`config.mk`:
```
export PLATFORM = sky130hd
export DESIGN_NAME = fetch_pipe_ctrl
export DESIGN_NICKNAME = d
export VERILOG_FILES = /design/src/rtl/fetch_pipe_ctrl.sv
export SDC_FILE = /design/constraint.sdc
export NUM_CORES = 1
export LEC_CHECK = 0
export CORE_MARGIN = 5
export CORE_UTILIZATION = 43
export CTS_CLUSTER_SIZE = 20
export DETAILED_ROUTE_END_ITERATION = 10
export GPL_ROUTABILITY_DRIVEN = 0
export PLACE_DENSITY = 0.78
export REMOVE_ABC_BUFFERS = 1
export SETUP_SLACK_MARGIN = 0.05
export SYNTH_ARGS = -nofsm -noshare
export SYNTH_HDL_FRONTEND = slang
export SYNTH_SLANG_ARGS = --single-unit
```
`constraint.sdc`:
```
create_clock -name Clk -period 2.29 [get_ports Clk]
set_clock_uncertainty 0.15 [all_clocks]
set_input_delay 0.458 -clock Clk [delete_from_list [all_inputs] [get_ports Clk]]
set_output_delay 0.458 -clock Clk [all_outputs]
set_load 0.01 [all_outputs]
```
`src/rtl/fetch_pipe_ctrl.sv`:
```
// ---------------------------------------------------------------------------
// fetch_pipe_ctrl
//
// Fetch-side consumer of the hazard-unit control interface. It owns the PC
// register and the IF/ID pipeline latch. Each cycle it applies PCWrite,
// IFIDWrite, BranchFlush and ControlStall, and it takes redirects that are
// resolved in ID. When the halt word is fetched, the block drains the pipe
// with bubbles and then reports Halted. It also keeps saturating stall and
// flush counters for the debug unit.
//
// Ports
//   Clk           in   1       rising-edge clock
//   Rst_n         in   1       asynchronous active-low reset
//   Enable        in   1       run/step enable; 0 freezes every register
//   Start         in   1       leave IDLE and begin fetching
//   PCWrite       in   1       hazard unit: PC may update
//   IFIDWrite     in   1       hazard unit: IF/ID loads the fetched word
//   BranchFlush   in   1       hazard unit: squash the wrong-path fetch
//   ControlStall  in   1       hazard unit: bubble into ID/EX
//   Redirect      in   1       taken branch / jump resolved in ID
//   RedirectPC    in   DATA_W  redirect target
//   Instr_IM      in   DATA_W  instruction memory read data (addressed by PC_IM)
//   PC_IM         out  DATA_W  current PC / instruction memory address
//   Instr_IFID    out  DATA_W  IF/ID instruction
//   PCPlus4_IFID  out  DATA_W  IF/ID PC+4
//   Valid_IFID    out  1       IF/ID holds a real instruction
//   Bubble_IDEX   out  1       registered ControlStall
//   Halted        out  1       pipe drained after the halt word
//   StallCount    out  CNT_W   enabled RUN cycles with PCWrite=0 (saturating)
//   FlushCount    out  CNT_W   IF/ID flushes inserted (saturating)
// ---------------------------------------------------------------------------
module fetch_pipe_ctrl #(
    parameter int unsigned       DATA_W       = 32,
    parameter logic [DATA_W-1:0] RESET_PC     = '0,
    parameter logic [DATA_W-1:0] HALT_WORD    = '1,
    parameter logic [DATA_W-1:0] NOP_WORD     = '0,
    parameter int unsigned       DRAIN_CYCLES = 4,
    parameter int unsigned       CNT_W        = 16
) (
    input  logic              Clk,
    input  logic              Rst_n,
    input  logic              Enable,
    input  logic              Start,
    input  logic              PCWrite,
    input  logic              IFIDWrite,
    input  logic              BranchFlush,
    input  logic              ControlStall,
    input  logic              Redirect,
    input  logic [DATA_W-1:0] RedirectPC,
    input  logic [DATA_W-1:0] Instr_IM,
    output logic [DATA_W-1:0] PC_IM,
    output logic [DATA_W-1:0] Instr_IFID,
    output logic [DATA_W-1:0] PCPlus4_IFID,
    output logic              Valid_IFID,
    output logic              Bubble_IDEX,
    output logic              Halted,
    output logic [CNT_W-1:0]  StallCount,
    output logic [CNT_W-1:0]  FlushCount
);

    // The drain counter must be at least one bit wide, even when DRAIN_CYCLES=1.
    localparam int unsigned DRN_W = (DRAIN_CYCLES > 1) ? $clog2(DRAIN_CYCLES) : 1;
    localparam logic [DRN_W-1:0] DRAIN_LOAD = DRN_W'(DRAIN_CYCLES - 1);

    typedef enum logic [1:0] {
        ST_IDLE,
        ST_RUN,
        ST_DRAIN,
        ST_HALTED
    } state_e;

    state_e state_q, state_d;

    logic [DATA_W-1:0] pc_q,     pc_d;
    logic [DATA_W-1:0] instr_q,  instr_d;
    logic [DATA_W-1:0] pcp4_q,   pcp4_d;
    logic              valid_q,  valid_d;
    logic              bubble_q, bubble_d;
    logic [CNT_W-1:0]  stall_cnt_q, stall_cnt_d;
    logic [CNT_W-1:0]  flush_cnt_q, flush_cnt_d;
    logic [DRN_W-1:0]  drain_cnt_q, drain_cnt_d;

    logic [DATA_W-1:0] pc_plus4;
    logic              halt_detect;

    assign pc_plus4 = pc_q + DATA_W'(4);

    // The halt sequence starts only when the halt word would actually be
    // accepted into IF/ID; a stalled fetch of it is not a halt yet.
    assign halt_detect = (state_q == ST_RUN) && IFIDWrite && (Instr_IM == HALT_WORD);

    // -----------------------------------------------------------------------
    // FSM state register
    // -----------------------------------------------------------------------
    // NOTE: sequential state uses non-blocking assignments so that every
    // register samples the values from before the edge, whatever the order
    // in which the processes are evaluated.
    always_ff @(posedge Clk or negedge Rst_n) begin
        if (!Rst_n) begin
            state_q <= ST_IDLE;
        end else begin
            state_q <= state_d;
        end
    end

    // -----------------------------------------------------------------------
    // FSM next-state logic. With Enable low, nothing advances.
    // -----------------------------------------------------------------------
    // NOTE: each combinational output gets a default at the top of the block,
    // so that no path leaves it unassigned and no latch is inferred.
    always_comb begin
        state_d = state_q;
        if (Enable) begin
            unique case (state_q)
                ST_IDLE:   if (Start)              state_d = ST_RUN;
                ST_RUN:    if (halt_detect)        state_d = ST_DRAIN;
                ST_DRAIN:  if (drain_cnt_q == '0)  state_d = ST_HALTED;
                ST_HALTED:                         state_d = ST_HALTED;
                default:                           state_d = ST_IDLE;
            endcase
        end
    end

    // -----------------------------------------------------------------------
    // FSM output / datapath control: next values for the PC, the IF/ID latch,
    // the bubble flag and the counters.
    // -----------------------------------------------------------------------
    always_comb begin
        pc_d        = pc_q;
        instr_d     = instr_q;
        pcp4_d      = pcp4_q;
        valid_d     = valid_q;
        bubble_d    = bubble_q;
        stall_cnt_d = stall_cnt_q;
        flush_cnt_d = flush_cnt_q;
        drain_cnt_d = drain_cnt_q;

        if (Enable) begin
            unique case (state_q)
                ST_IDLE: begin
                    // Outputs keep their reset values until Start.
                end

                ST_RUN: begin
                    bubble_d = ControlStall;

                    if (!PCWrite && (stall_cnt_q != '1)) begin
                        stall_cnt_d = stall_cnt_q + CNT_W'(1);
                    end

                    if (halt_detect) begin
                        // The halt word never enters IF/ID, and the PC stays
                        // on the halt address for the debugger.
                        instr_d     = NOP_WORD;
                        valid_d     = 1'b0;
                        drain_cnt_d = DRAIN_LOAD;
                    end else begin
                        if (IFIDWrite) begin
                            instr_d = Instr_IM;
                            pcp4_d  = pc_plus4;
                            valid_d = 1'b1;
                        end else if (BranchFlush && PCWrite) begin
                            // A flush counts only when the PC really moves
                            // off the wrong path. A stall holds the latch.
                            instr_d = NOP_WORD;
                            valid_d = 1'b0;
                            if (flush_cnt_q != '1) begin
                                flush_cnt_d = flush_cnt_q + CNT_W'(1);
                            end
                        end

                        // A stall takes priority over a redirect, and the
                        // redirect is presented again next cycle.
                        if (PCWrite) begin
                            pc_d = Redirect ? RedirectPC : pc_plus4;
                        end
                    end
                end

                ST_DRAIN: begin
                    instr_d  = NOP_WORD;
                    valid_d  = 1'b0;
                    bubble_d = ControlStall;
                    if (drain_cnt_q != '0) begin
                        drain_cnt_d = drain_cnt_q - DRN_W'(1);
                    end
                end

                ST_HALTED: begin
                    instr_d  = NOP_WORD;
                    valid_d  = 1'b0;
                    bubble_d = 1'b0;
                end

                default: begin
                end
            endcase
        end
    end

    // -----------------------------------------------------------------------
    // Datapath registers
    // -----------------------------------------------------------------------
    always_ff @(posedge Clk or negedge Rst_n) begin
        if (!Rst_n) begin
            pc_q        <= RESET_PC;
            instr_q     <= NOP_WORD;
            pcp4_q      <= '0;
            valid_q     <= 1'b0;
            bubble_q    <= 1'b0;
            stall_cnt_q <= '0;
            flush_cnt_q <= '0;
            drain_cnt_q <= '0;
        end else begin
            pc_q        <= pc_d;
            instr_q     <= instr_d;
            pcp4_q      <= pcp4_d;
            valid_q     <= valid_d;
            bubble_q    <= bubble_d;
            stall_cnt_q <= stall_cnt_d;
            flush_cnt_q <= flush_cnt_d;
            drain_cnt_q <= drain_cnt_d;
        end
    end

    assign PC_IM        = pc_q;
    assign Instr_IFID   = instr_q;
    assign PCPlus4_IFID = pcp4_q;
    assign Valid_IFID   = valid_q;
    assign Bubble_IDEX  = bubble_q;
    assign Halted       = (state_q == ST_HALTED);
    assign StallCount   = stall_cnt_q;
    assign FlushCount   = flush_cnt_q;

endmodule
```
==> impl_metrics.toml <==
[synthesis]
synth_edf_count = 0
postSynthAreaPerCell_um2 = 10.9
yosys_warnings = 0
synth_seq_cells = 134
synth-simple-area-share = 0.149
synthAdderAreaFrac = 0.00758
async_flop_share = 1.00
yosys_most_used_dff = "dfrtp_1"
synth.yosys.seq_area_share = 0.508
synth.mux.area_fraction = 0.0643
syn_inst = 608
netlist_area_mm2 = 0.00660
synth_xor_xnor_area_share = 0.0755
synth_top_family_by_area = "compound AO/OA/AOI/OAI gates"
synthDistinctLibCells = 61
synth_compound_area_frac = 0.163

[pwr]
pwr_density_cell_mw_per_mm2 = 914
leakagePower_nw = 4.34
vdd_drop_max_mv = 0.529

[global_routing]
grtUsageTotal = 0.231
grt_pass1_vias = 6420
grt_max_degree = 54
grt_overflow = 0
grt_pass1_wl_um = 33200
antenna_found_initial = 0

[setup_path]
cp_max_fo = 15
r2r-end = "PC_IM[30]$_DFFE_PN0P_"
worstPathCellList = "clkdlybuf4s50_1 -> nand4_1 -> nor3_1 -> buf_4 -> and3_4 -> nor4b_4 -> buf_4 -> buf_12 -> mux2_2"
critPathCaptureType = "register"
required_ns = 2.44
critical_path_arrival_ns = 2.37
regToRegSetupSlack_ns = 0.09
critical_path.max_stage_delay_ns = 0.45
r2r_cells = 7
r2r-start = "PC_IM[3]$_DFFE_PN0P_"
crit_type = "in2reg"
start_kind = "input port"
slowest_stage = "clkdlybuf4s50_1"
crit_top_cell = "buf_4"

[routing]
dr.pass1.iters = 5
ant_nets = 0
drt_iter0_drc = 398
post_drt_wl_per_cell_um = 19.7
num_vias = 6235
route.detailed.drc = 0
routed_wl_um = 21200
vias_per_cell = 5.80

[place]
dp_hpwl_um = 15000
post-place-ws_ns = -0.563
port_buffers = 203

[layout]
drive_gt1_frac = 0.196
final_common_cell = "clkdlybuf4s50_1"
final_nets = 955
num_antenna_cells = 0
area_growth_pct = 53.4
post-route-util = 0.668
final_cell_mix = "191 x clkdlybuf4s50_1, 134 x dfrtp_1, 76 x buf_4, 42 x xnor2_1, 41 x nand2_1"

[worst_hold_path]
worstHoldPathCells = 2
hp-start = "Instr_IM[3]"
hp-class = "in2reg"
hold_end = "Instr_IFID[3]$_DFFE_PN0P_"

[die]
start_util = 0.436
row_count = 45
die_h_um = 134
design.die.area_mm2 = 0.0179
core_area_mm2 = 0.0151
die_w_um = 134
num_io_pins = 204

[cts]
cts.clk_slew.worst_paths_ns = 0.05
clock_sinks = 134
htreeDepth = 4
cts_tree = "built"
clockBufferDepth = 2
clk_latency_ns = 0.42
cts_buffers = 17
ctsRootBufferMaster = "clkbuf_16"

[timing]
hold_viol = 0
rsz0062_at_grt = "yes"
max_clock_freq_mhz = 451
min_period_over_period = 0.968
post-route-min-period_ns = 2.22
worstMarginPinSlew_ns = 0.541
setup_slack_ns = 0.0731
relSlewSlack = 0.636
setup_viol = 0
slew_viol_final = 0

[status]
outcome = "completed"

[run]
maxCapViolCount = 0
-- synth_stat cells, drive strengths merged (8+ instances only) --
library cell,count,area share
a21oi,12,0.0091
o21ai,29,0.022
a211oi,12,0.014
xor2,13,0.017
nor3,10,0.0083
nand2,41,0.023
buf,17,0.014
nand4,27,0.026
a2bb2oi,12,0.016
dfrtp,134,0.51
o22ai,10,0.0095
nor2,27,0.015
nand3,31,0.024
a22o,35,0.046
clkbuf,25,0.015
mux2,35,0.060
xnor2,43,0.058
o31ai,8,0.0091
and3,14,0.013
-- per-layer routing --
metal  global-route usage  up-vias  share of wire
met5                    0        -              0
met4               0.0920        0          0.023
met3               0.0679       46          0.084
met2                0.386      332           0.50
met1                0.281     3058           0.40
li1                     -     2799              -
-- power breakdown --
part	internal, mW	switching [mW]	leakage [nW]
Sequential	2.97	0.468	1.66
Clock	1.49	0.978	0.266
Combinational	1.96	1.39	2.41
-- worst max-delay path: cells and delay by family --
kind / cells / cell delay, ns
AND/OR/NAND/NOR: 4 / 0.62
multiplexers: 1 / 0.34
buffers and inverters: 4 / 0.93
-- area by class of cell --
cell class                      count  area [um2]
Sequential cell                   134        3350
Fill cell                        1082        5030
Tap cell                          188         235
Timing Repair Buffer              293        2890
Clock buffer                       23         498
Multi-Input combinational cell    425        3090
Clock inverter                      5        25.0
Inverter                            7        26.3
-- logic make-up after synthesis --
logic type / Yosys count
xor+xnor: 56
compound gates: 148
mux: 38
simple gates: 179
flops: 134
fa+ha+maj: 4
buf+inv: 49
-- worst max path at each step --
stage / startpoint / endpoint / slack, ns / cells after the start
after CTS: Instr_IM[22] / PCPlus4_IFID[17]$_DFFE_PN0P_ / 0.04 / 8
final: Instr_IM[22] / PCPlus4_IFID[17]$_DFFE_PN0P_ / 0.07 / 9
after global routing: Instr_IM[25] / PCPlus4_IFID[12]$_DFFE_PN0P_ / 0.02 / 9
after floorplan: state_q[1]$_DFFE_PN0P_ / PCPlus4_IFID[0]$_DFFE_PN0P_ / -2.82 / 5
after global placement: Instr_IM[1] / PCPlus4_IFID[12]$_DFFE_PN0P_ / -0.50 / 7
after detailed placement: Instr_IM[1] / PCPlus4_IFID[11]$_DFFE_PN0P_ / -0.56 / 7
-- flip-flops by register name, indices dropped and copies added, names as in the netlist --
signal,count
Bubble_IDEX,1
FlushCount,16
Instr_IFID,32
PCPlus4_IFID,32
PC_IM,32
StallCount,16
Valid_IFID,1
drain_cnt_q,2
state_q,2
-- what timing repair did --
action                     CTS  global route
buffers inserted             1             5
gates resized for setup      4            21
setup endpoints to repair   87            82
pin swaps                    0             1
hold buffers                 1             0
cloned                       0             1
hold endpoints to repair    51             0
-- through the flow --
stage / hold slack, ns / std cells / TNS [ns] / power (mW) / cell area, um2
after floorplan: 0.0124 / 566 / -180.05 / 4.69 / 6410
final: 0.169 / 1075 / 0 / 9.25 / 10100
after CTS: 0.335 / 1069 / 0 / 9.28 / 9970
after global routing: 0.165 / 1075 / 0 / 9.71 / 10100
after detailed placement: 0.316 / 1039 / -50.04 / 6.77 / 9410
after global placement: 0.305 / 1039 / -44.91 / 6.66 / 9410
Note: power is estimated with default switching activity, not from simulation.
